===== config.mk =====
export PLATFORM = sky130hd
export DESIGN_NAME = count_tracker_8
export DESIGN_NICKNAME = d
export VERILOG_FILES = /design/src/rtl/count_pkg.sv /design/src/rtl/count_tracker_8.sv
export SDC_FILE = /design/constraint.sdc
export NUM_CORES = 1
export LEC_CHECK = 0
export ABC_AREA = 1
export CORE_MARGIN = 4
export CORE_UTILIZATION = 25
export CTS_BUF_LIST = sky130_fd_sc_hd__clkbuf_16
export CTS_CLUSTER_SIZE = 14
export DETAILED_ROUTE_END_ITERATION = 7
export HOLD_SLACK_MARGIN = 0.08
export PLACE_DENSITY_LB_ADDON = 0.2
export SETUP_SLACK_MARGIN = 0.1
export SLEW_MARGIN = 10
export SYNTH_ARGS = -nofsm -noshare
export SYNTH_HDL_FRONTEND = slang
export SYNTH_SLANG_ARGS = --single-unit
export TNS_END_PERCENT = 100

===== constraint.sdc =====
create_clock -name clk -period 2.45 [get_ports clk]
set_clock_uncertainty 0.05 [all_clocks]
set_input_delay 0.245 -clock clk [delete_from_list [all_inputs] [get_ports clk]]
set_output_delay 0.245 -clock clk [all_outputs]
set_load 0.01 [all_outputs]

===== src/rtl/count_pkg.sv =====
// Shared types for the count_tracker monitor: tracking states and direction encoding.
package count_pkg;

  typedef enum logic [1:0] {
    IDLE    = 2'd0,
    ACQUIRE = 2'd1,
    TRACK   = 2'd2
  } state_t;

  localparam logic UP = 1'b1;
  localparam logic DN = 1'b0;

endpackage


===== src/rtl/count_tracker_8.sv =====
// Passive monitor for an up/down counter bus: locks onto the count sequence and
// reports wraps, direction reversals and illegal steps with a saturating tally.
module count_tracker_8
  import count_pkg::*;
#(
  parameter int WIDTH = 8,
  parameter int ERR_W = 8
) (
  input  logic             clk,
  input  logic             reset,
  input  logic [WIDTH-1:0] count_in,
  input  logic             clr_err,
  output logic             locked,
  output logic             dir_out,
  output logic             wrap,
  output logic             dir_chg,
  output logic             step_err,
  output logic [ERR_W-1:0] err_count
);

  localparam logic [WIDTH-1:0] ONE_V   = {{(WIDTH-1){1'b0}}, 1'b1};
  localparam logic [WIDTH-1:0] MAX_V   = {WIDTH{1'b1}};
  localparam logic [WIDTH-1:0] ZERO_V  = {WIDTH{1'b0}};
  localparam logic [ERR_W-1:0] ERR_ONE = {{(ERR_W-1){1'b0}}, 1'b1};
  localparam logic [ERR_W-1:0] ERR_MAX = {ERR_W{1'b1}};

  state_t           state_r, state_nx_s;
  logic [WIDTH-1:0] prev_r;
  logic [WIDTH-1:0] up_s, dn_s, exp_s, rev_s;
  logic             dir_r, dir_nx_s;
  logic             locked_r, wrap_r, dir_chg_r, step_err_r;
  logic             wrap_nx_s, dir_chg_nx_s, step_err_nx_s;
  logic [ERR_W-1:0] err_r, err_nx_s;

  // Next-state, flag and error-tally decode from the current sample.
  always_comb begin
    up_s          = prev_r + ONE_V;
    dn_s          = prev_r - ONE_V;
    exp_s         = dir_r ? up_s : dn_s;
    rev_s         = dir_r ? dn_s : up_s;
    state_nx_s    = state_r;
    dir_nx_s      = dir_r;
    wrap_nx_s     = 1'b0;
    dir_chg_nx_s  = 1'b0;
    step_err_nx_s = 1'b0;

    case (state_r)
      IDLE: begin
        state_nx_s = ACQUIRE;
      end
      ACQUIRE: begin
        if (count_in == up_s) begin
          dir_nx_s   = UP;
          state_nx_s = TRACK;
        end else if (count_in == dn_s) begin
          dir_nx_s   = DN;
          state_nx_s = TRACK;
        end else begin
          state_nx_s = ACQUIRE;
        end
      end
      TRACK: begin
        if (count_in == exp_s) begin
          wrap_nx_s = dir_r ? (prev_r == MAX_V) : (prev_r == ZERO_V);
        end else if (count_in == rev_s) begin
          // A reversal steps the opposite way, so the crossing point flips too.
          dir_nx_s     = ~dir_r;
          dir_chg_nx_s = 1'b1;
          wrap_nx_s    = dir_r ? (prev_r == ZERO_V) : (prev_r == MAX_V);
        end else begin
          step_err_nx_s = 1'b1;
          state_nx_s    = ACQUIRE;
        end
      end
      default: begin
        state_nx_s = IDLE;
      end
    endcase

    // Clear wins over the old value but the same-cycle error still counts.
    if (clr_err) begin
      err_nx_s = step_err_nx_s ? ERR_ONE : {ERR_W{1'b0}};
    end else if (step_err_nx_s && (err_r != ERR_MAX)) begin
      err_nx_s = err_r + ERR_ONE;
    end else begin
      err_nx_s = err_r;
    end
  end

  // State, last sample and registered flag outputs.
  always_ff @(posedge clk or posedge reset) begin
    if (reset) begin
      state_r    <= IDLE;
      prev_r     <= ZERO_V;
      dir_r      <= UP;
      locked_r   <= 1'b0;
      wrap_r     <= 1'b0;
      dir_chg_r  <= 1'b0;
      step_err_r <= 1'b0;
      err_r      <= {ERR_W{1'b0}};
    end else begin
      state_r    <= state_nx_s;
      prev_r     <= count_in;
      dir_r      <= dir_nx_s;
      locked_r   <= (state_nx_s == TRACK);
      wrap_r     <= wrap_nx_s;
      dir_chg_r  <= dir_chg_nx_s;
      step_err_r <= step_err_nx_s;
      err_r      <= err_nx_s;
    end
  end

  assign locked    = locked_r;
  assign dir_out   = dir_r;
  assign wrap      = wrap_r;
  assign dir_chg   = dir_chg_r;
  assign step_err  = step_err_r;
  assign err_count = err_r;

endmodule


After elaboration in Yosys (flattened, before gate mapping):

Cells that the tools add are included.

* input port bits: 11
* register bits after elaboration: 23
* logic and storage cells: 56

* $add $sub $neg: 3
* eq/ne operators: 12
* bitwise gates (word level): 1
* reductions and logical operators: 6
* muxes and demuxes: 26

Operators with widths (count)
* $eq A8 B8 Y1: 4
* $mux W8: 4
* $add A8 B1 Y8 const B: 2
* $mux W1: 16
* $eq A8 B8 Y1 const B: 1
* $logic_not A8 Y1: 1
* $mux W2: 4
* $ne A8 B8 Y1 const B: 1
* $sub A8 B1 Y8 const B: 1
* $pmux W2 S3: 1
* $eq A2 B2 Y1 const B: 2
* $ne A2 B2 Y1 const B: 2
* $reduce_and A4 Y1: 1
* $reduce_bool A2 Y1: 2
* $ne A3 B3 Y1 const B: 1
* $eq A2 B1 Y1 const B: 1
* $logic_not A2 Y1: 1
* $pmux W1 S2: 1
* $logic_and A1 B1 Y1: 1
* $not A1 Y1: 1

Longest topological paths before layout:

Gate-level depths: netlist (run 1).

* depth in word-level cells: 9
* mapped depth: 16
* depth with buffers taken out: 16

Worst setup path after synthesis (run 1):

No wires, ideal clock.

* kind: register -> register
* start point: reg prev_r[0]
* end point: reg err_r[3] (netlist: err_count[3])
* cell stages (with the launch flop): 14
* data arrival time: 1.903 ns
* library setup time: 0.117 ns
* setup slack: 0.380 ns
* path buffers: 0
* cells stage by stage: dfrtp_1 inv_1 ha_1 xnor2_1 nand3_1 nand3b_1 nor2_1 nand3b_2 nand2_4 nor2_8 nand2_8 nand2_4 nand2_1 nand2_1

* longest elaborated chain between the ends: 8
* elaborated cells between the ends (all ways): 11
* classes of those cells: add/sub: 2; eq/ne: 2; mux: 5; reduce/logical: 2

Ends and longest elaborated chain
* from (decl): line count_tracker_8.sv:28 `logic [WIDTH-1:0] prev_r;`
* from (signal assigned): line count_tracker_8.sv:103 `prev_r <= count_in;`
* $add A8 B1 Y8 / $sub A8 B1 Y8 (equally long branches): line count_tracker_8.sv:37, count_tracker_8.sv:38
* $mux W8: line count_tracker_8.sv:40 `rev_s = dir_r ? dn_s : up_s;`
* $eq A8 B8 Y1: line count_tracker_8.sv:65 `end else if (count_in == rev_s) begin`
* $mux W1: line count_tracker_8.sv:65
* $mux W1 *: line count_tracker_8.sv:63 `if (count_in == exp_s) begin`
* $mux W1 *: line count_tracker_8.sv:47 `case (state_r)`
* named net step_err_nx_s: line count_tracker_8.sv:32 `logic wrap_nx_s, dir_chg_nx_s, step_err_nx_s;`
* $logic_and A1 B1 Y1 *: line count_tracker_8.sv:83 `end else if (step_err_nx_s && (err_r != ERR_MAX)) begin`
* $reduce_bool A2 Y1 (no line) *
* to (signal assigned): line count_tracker_8.sv:100 `err_r <= {ERR_W{1'b0}};`
* to (signal assigned): line count_tracker_8.sv:109 `err_r <= err_nx_s;`
* to (decl): line count_tracker_8.sv:33 `logic [ERR_W-1:0] err_r, err_nx_s;`

Mark *: on every way through the listed nets, which the timed path passes. The rest lies on a longest branch.
A chain may end at the register's enable or synchronous reset.

Worst setup path after layout (run 1):

Ends and elaborated chain as after synthesis.

==> results of run 1 <==
==> synthesized netlist by cell type (2+ instances only) <==
| library cell | number |
|---|---|
| xor2_1 | 14 |
| nand3_2 | 2 |
| nor3b_1 | 2 |
| nand2_4 | 2 |
| dfrtp_1 | 22 |
| buf_6 | 2 |
| nand2_1 | 111 |
| xnor2_1 | 2 |
| or2_2 | 2 |
| nand3_1 | 52 |
| nor2_2 | 2 |
| nor3_1 | 2 |
| inv_1 | 27 |
| o211ai_1 | 3 |
| nor2_1 | 25 |
| a21oi_1 | 2 |
| clkbuf_1 | 3 |
| nand2_2 | 4 |
| o21ai_0 | 6 |
| ha_1 | 3 |
| nand4_1 | 9 |
==> layout make-up <==
cell class                      instances  area (µm²)  area share
Multi-Input combinational cell        252        1330       0.527
Sequential cell                        23         578       0.229
Timing Repair Buffer                   33         305       0.121
Tap cell                              102         128      0.0505
Inverter                               28         105      0.0416
Clock buffer                            3        75.1      0.0297
Clock inverter                          1        5.00     0.00198
==> repair_timing <==
item / CTS / global route
buffers inserted: 0 / 3
resized for setup: 0 / 11
hold buffers: 0 / 0
endpoints found under the setup margin: 0 / 13
==> sequential cells by signal, summed over array words and instances (netlist names) <==
| register | count |
|---|---|
| dir_chg | 1 |
| dir_out | 1 |
| err_count | 8 |
| locked | 1 |
| prev_r | 8 |
| state_r | 2 |
| step_err | 1 |
| wrap | 1 |
==> stage by stage <==
step / hold slack, ns / std cells / utilization / setup slack [ns]
final: 0.322 / 442 / 0.325 / 0.282
after global routing: 0.388 / 442 / 0.325 / 0.0851
after CTS: 0.352 / 439 / 0.316 / 0.180
after detailed placement: 0.482 / 435 / 0.306 / 0.133
after global placement: 0.478 / 435 / 0.306 / 0.133
after floorplan: 0.196 / 311 / - / 0.380
==> power by group <==
part,total [µW],internal (µW),switching (µW)
registers,439,404,35.7
logic,508,198,310
clock network,375,220,155
total,1320,822,501
==> per-layer routing <==
metal / share of wire / track usage / routed length, µm / vias to the layer above
li1: - / - / - / 1067
met1: 0.50 / 0.161 / 2620 / 903
met2: 0.46 / 0.184 / 2440 / 27
met3: 0.030 / 0.0179 / 157 / 7
met4: 0.015 / 0.0362 / 80 / 0
met5: 0 / 0 / 0 / -
==> cell families (layout without fill, tap and decap cells) <==
logic type      Yosys count  after routing  synth area share
flops                    23             23             0.286
simple gates            219            219             0.507
compound gates           14             14            0.0416
xor+xnor                 16             16            0.0695
buf+inv                  36             65            0.0776
fa+ha+maj                 3              3            0.0186
==> layout by cell type (no fill, tap or decap), types with 3 or more instances in the layout <==
| cell | count |
|---|---|
| nand2_1 | 110 |
| nand3_1 | 52 |
| inv_1 | 26 |
| nor2_1 | 24 |
| clkdlybuf4s50_1 | 23 |
| dfrtp_1 | 21 |
| xor2_1 | 14 |
| buf_4 | 10 |
| nand4_1 | 9 |
| o21ai_0 | 6 |
| nand2_2 | 5 |
| nor2_2 | 3 |
| o211ai_1 | 3 |
| clkbuf_16 | 3 |
==> worst paths after layout <==
kind / to / depth (start not counted) / slack [ns] / from
worst max register to register: err_count[3]$_DFFE_PP0P_ / 14 / 0.28 / prev_r[0]$_DFF_PP0_
worst max-delay path: err_count[3]$_DFFE_PP0P_ / 14 / 0.28 / prev_r[0]$_DFF_PP0_
worst min register to register: state_r[0]$_DFF_PP0_ / 1 / 0.48 / state_r[0]$_DFF_PP0_
worst min-delay path: err_count[6]$_DFFE_PP0P_ / 2 / 0.32 / reset
min in group clk: prev_r[0]$_DFF_PP0_ / 1 / 0.43 / count_in[0]
max in group asynchronous: prev_r[3]$_DFF_PP0_ / 3 / 1.43 / reset
==> run metrics, run 1 <==
cell area power density=524 nW/µm²; Seq/Total Area, Yosys=0.286; total global routing overflow=0; ys flop type=dfrtp_1; synthesized flop and latch total=23; maximum VDD drop=0.220 mV; Setup TNS=0 ns; GRT Resource Usage Total=0.116; DIE WIDTH=97.8 µm; first-pass iteration count of the detailed router=4; Crit path max-delay family=simple AND/OR/NAND/NOR gates; vias in the first global route=1894; post-route cell area=2530 µm²; maxcap violations=0; Hold Fails Final Rpt=0; clock sinks=23; Starting Density=0.260; Post-DRT Antenna Nets=0; status=finished, final reports clean; Post-Syn Nets=325; synthesized area=2020 µm²; H-tree levels=1; Crit Path Category=flop to flop; ys async rst share=1.00; CP Buf/Inv Count=2; cts bufs inserted=3; Slowest-stage cell, CP=dfrtp_1; final setup fails=0; first-pass GRT wire length=9.13 mm; Max Clk Rate=461 MHz; CP Cell Sequence=inv_2, buf_4, nor2_4, nand2_1, nand2_1, nand2_1, xor2_1, nand3b_2, nand2_4, nor2_8, nand2_8, nand2_4, nand2_1, nand2_1; CTS tree=yes; core box area=7770 µm²; clock network latency to the later pin of the worst-skew pair=0.26 ns; Hold Path Class=input pin to async pin; Syn-to-layout area delta=25.3%; share of layout cells above drive strength 1=0.124; Clk pin slew, worst setup/hold paths=0.07 ns; Tmin final=2.17 ns; Pwr Total=1320 µW; RSZ-0062 raised after global routing=true; Final GP Congestion=0.795; fill count=855; post-synthesis area per instance=6.48 µm²; row count=32; Die H=97.8 µm; die footprint=9560 µm²; mean number of vias per cell=4.53; Synth area leader=dfrtp_1; Slew @ Worst Pin=0.646 ns; via count=2004; WL/cell=12.0 µm; placed cell area=2370 µm²; synth top area cells=dfrtp_1 (27%), nand2_1 (21%), nand3_1 (13%), xor2_1 (6.1%), inv_1 (5.0%); n_diodes=0; Clock Tree Root=clkbuf_16; port bufs=23; final wirelength=5.30 mm; initial antenna violation count=0; Crit path top cell by count=nand2_1; crit-path max cell delay=0.45 ns; CP endpoint kind=flop; Yosys cell types=35; EDFF count, synth=0; post-route clock period utilization=0.885; max-slew violation total from the final report=0; top cell type's share of synthesized area=0.273; Critical Path RT=2.55 ns; nets@finish=355; largest net degree at the start of global routing=17; Critical Path AT=2.27 ns; I/O pin count=24; Post-route DRC=0; Lkg Pwr=0.00125 µW; CTS max path bufs=2; DRT iter0 DRCs=81; startpoint class of the critical path=flop; Mapped Cells=311; relative slew slack=0.569; worst-path fanout max=9; Synth warnings=0; dpl hpwl=4.19 mm
No activity file was read; power rests on OpenSTA's default activity.
==> run 2: changes to the inputs <==
--- a/config.mk
+++ b/config.mk
@@ -16,3 +16,3 @@
 export SETUP_SLACK_MARGIN = 0.1
-export SLEW_MARGIN = 10
+export SLEW_MARGIN = 40
 export SYNTH_ARGS = -nofsm -noshare
==> constraint.sdc (replaced) <==
create_clock -name clk -period 2.45 [get_ports clk]
set_clock_uncertainty 0.05 [all_clocks]
set_input_delay 0.6125 -clock clk [delete_from_list [all_inputs] [get_ports clk]]
set_output_delay 0.6125 -clock clk [all_outputs]
set_load 0.01 [all_outputs]
==> run metrics, run 2 (synthesis results as in run 1) <==
status=finished, final reports clean (unchanged); Max Clk Rate=454 MHz (was 461 MHz); DRT iter0 DRCs=99 (was 81); CP Buf/Inv Count=1 (was 2); total global routing overflow=0 (unchanged); CP Cell Sequence=clkdlybuf4s50_1, xor2_1, nand2_1, nor3_1, nand3_1, nand2_4, nor2_8, nand2_8, nand2_4, nand2_1, nand2_1 (was inv_2, buf_4, nor2_4, nand2_1, nand2_1, nand2_1, xor2_1, nand3b_2, nand2_4, nor2_8, nand2_8, nand2_4, nand2_1, nand2_1); row count=32 (unchanged); worst setup path start=count_in[1] (was prev_r[0]$_DFF_PP0_); Starting Density=0.260 (unchanged); cts bufs inserted=3 (unchanged); GRT Resource Usage Total=0.110 (was 0.116); mean number of vias per cell=4.50 (was 4.53); CTS tree=yes (unchanged); final setup fails=0 (unchanged); Lkg Pwr=0.00126 µW (was 0.00125 µW); core box area=7770 µm² (unchanged); max-slew violation total from the final report=0 (unchanged); min-delay src=state_r[0]$_DFF_PP0_; Critical Path AT=2.31 ns (was 2.27 ns); worst-path fanout max=9 (unchanged); Crit path max-delay family=simple AND/OR/NAND/NOR gates (unchanged); Crit path top cell by count=nand2_1 (unchanged); Post-route DRC=0 (unchanged); most frequent cells in the layout=nand2_1 (108), nand3_1 (52), inv_1 (26), nor2_1 (23), clkdlybuf4s50_1 (22) (was nand2_1 (110), nand3_1 (52), inv_1 (26), nor2_1 (24), clkdlybuf4s50_1 (23)); I/O pin count=24 (unchanged); Syn-to-layout area delta=26.1% (was 25.3%); largest net degree at the start of global routing=24 (was 17); Hold Fails Final Rpt=0 (unchanged); Final GP Congestion=0.816 (was 0.795); fin cells=444 (was 442); Clock power frac=0.282 (was 0.284); via count=1999 (was 2004); Psw=495 µW (was 501 µW); Slew @ Worst Pin=0.351 ns (was 0.646 ns); Crit Reg-Reg Startpoint=prev_r[0]$_DFF_PP0_ (unchanged); nets@finish=357 (was 355); Tmin final=2.20 ns (was 2.17 ns); first-pass iteration count of the detailed router=4 (unchanged); CTS max path bufs=2 (unchanged); hold buffers post-CTS=0 (unchanged); RSZ-0062 raised after global routing=false (was true); WL/cell=11.7 µm (was 12.0 µm); clock sinks=23 (unchanged); share of layout cells above drive strength 1=0.140 (was 0.124); initial antenna violation count=0 (unchanged); Critical Path RT=2.55 ns (about the same); Hold Path Class=flop to flop (was input pin to async pin); Clock Tree Root=clkbuf_16 (unchanged); post-route clock period utilization=0.900 (was 0.885); final wirelength=5.19 mm (was 5.30 mm); CP endpoint kind=flop (unchanged); crit-path max cell delay=0.54 ns (was 0.45 ns); most common cell after layout, fill and taps aside=nand2_1 (unchanged); Die H=97.8 µm (unchanged); Pint=824 µW (was 822 µW); DIE WIDTH=97.8 µm (unchanged); Slowest-stage cell, CP=clkdlybuf4s50_1 (was dfrtp_1); die footprint=9560 µm² (unchanged); # resized after CTS=0 (unchanged); Comb pwr share=0.393 (was 0.384); Crit Path Category=input pin to flop (was flop to flop); maxcap violations=0 (unchanged); startpoint class of the critical path=input pin (was flop); clock network latency to the later pin of the worst-skew pair=0.26 ns (about the same); sequential share of power=0.325 (was 0.332); Clk pin slew, worst setup/hold paths=0.07 ns (about the same); final core occ=0.327 (was 0.325); port bufs=23 (unchanged); footprint of the multi-input gates=1320 µm² (was 1330 µm²); postcts setup bufs=0 (unchanged); relative slew slack=0.766 (was 0.569); Switching Share=0.375 (was 0.379); first-pass GRT wire length=8.72 mm (was 9.13 mm); fill count=856 (was 855); maximum VDD drop=0.306 mV (was 0.220 mV); Placed Cells=440 (was 435); vias in the first global route=1798 (was 1894); H-tree levels=1 (unchanged); Post-DRT Antenna Nets=0 (unchanged); n_diodes=0 (unchanged); register area=581 µm² (was 578 µm²); cell area power density=519 nW/µm² (was 524 nW/µm²); dpl hpwl=4.16 mm (was 4.19 mm)
## run 2: cell types whose count changed in the layout (fill, tap and decap cells not counted), sizes merged
cell           delta
buf               +2
clkdlybuf4s50     -1
clkinv            -1
clkinvlp          +1
dlymetal6s2s      +1
## run 2: power by group through the flow
stage	clock network, µW	logic, µW	registers [µW]
after global routing	406	589	432
final	371	519	429
after CTS	387	513	429
after global placement	0	512	436
after floorplan	0	378	428
after detailed placement	0	513	435
## run 2: worst paths after layout
path	slack [ns]	cells past startpoint	to
max	0.25	11	err_count[3]$_DFFE_PP0P_
min in group asynchronous	0.64	3	prev_r[1]$_DFF_PP0_
max in group asynchronous	1.42	3	dir_out$_DFFE_PP1P_
min reg2reg	0.48	1	state_r[0]$_DFF_PP0_
min	0.48	1	state_r[0]$_DFF_PP0_
max reg2reg	0.31	13	err_count[3]$_DFFE_PP0P_
## run 2: metrics by stage
step                hold slack, ns  setup TNS (ns)  instance area (µm²)  power, µW  worst slack (ns)
finish                       0.485               0                 2540       1320             0.246
global route                 0.509               0                 2540       1430            0.0958
CTS                          0.490               0                 2490       1330             0.112
detailed placement           0.481           -1.39                 2410        948            -0.167
global placement             0.480          -0.857                 2410        947            -0.107
floorplan                    0.450               0                 2020        806             0.380
## run 2: cell type report
type | instances | area share
Multi-Input combinational cell | 252 | 0.520
Sequential cell | 23 | 0.228
Timing Repair Buffer | 35 | 0.127
Tap cell | 102 | 0.0502
Inverter | 28 | 0.0414
Clock buffer | 3 | 0.0295
Clock inverter | 1 | 0.00295
## run 2: metal layers
| metal | part of all wire | vias up | GRT usage |
|---|---|---|---|
| li1 | - | 1066 | - |
| met1 | 0.50 | 887 | 0.153 |
| met2 | 0.45 | 42 | 0.178 |
| met3 | 0.037 | 4 | 0.0200 |
| met4 | 0.011 | 0 | 0.0288 |
| met5 | 0 | - | 0 |
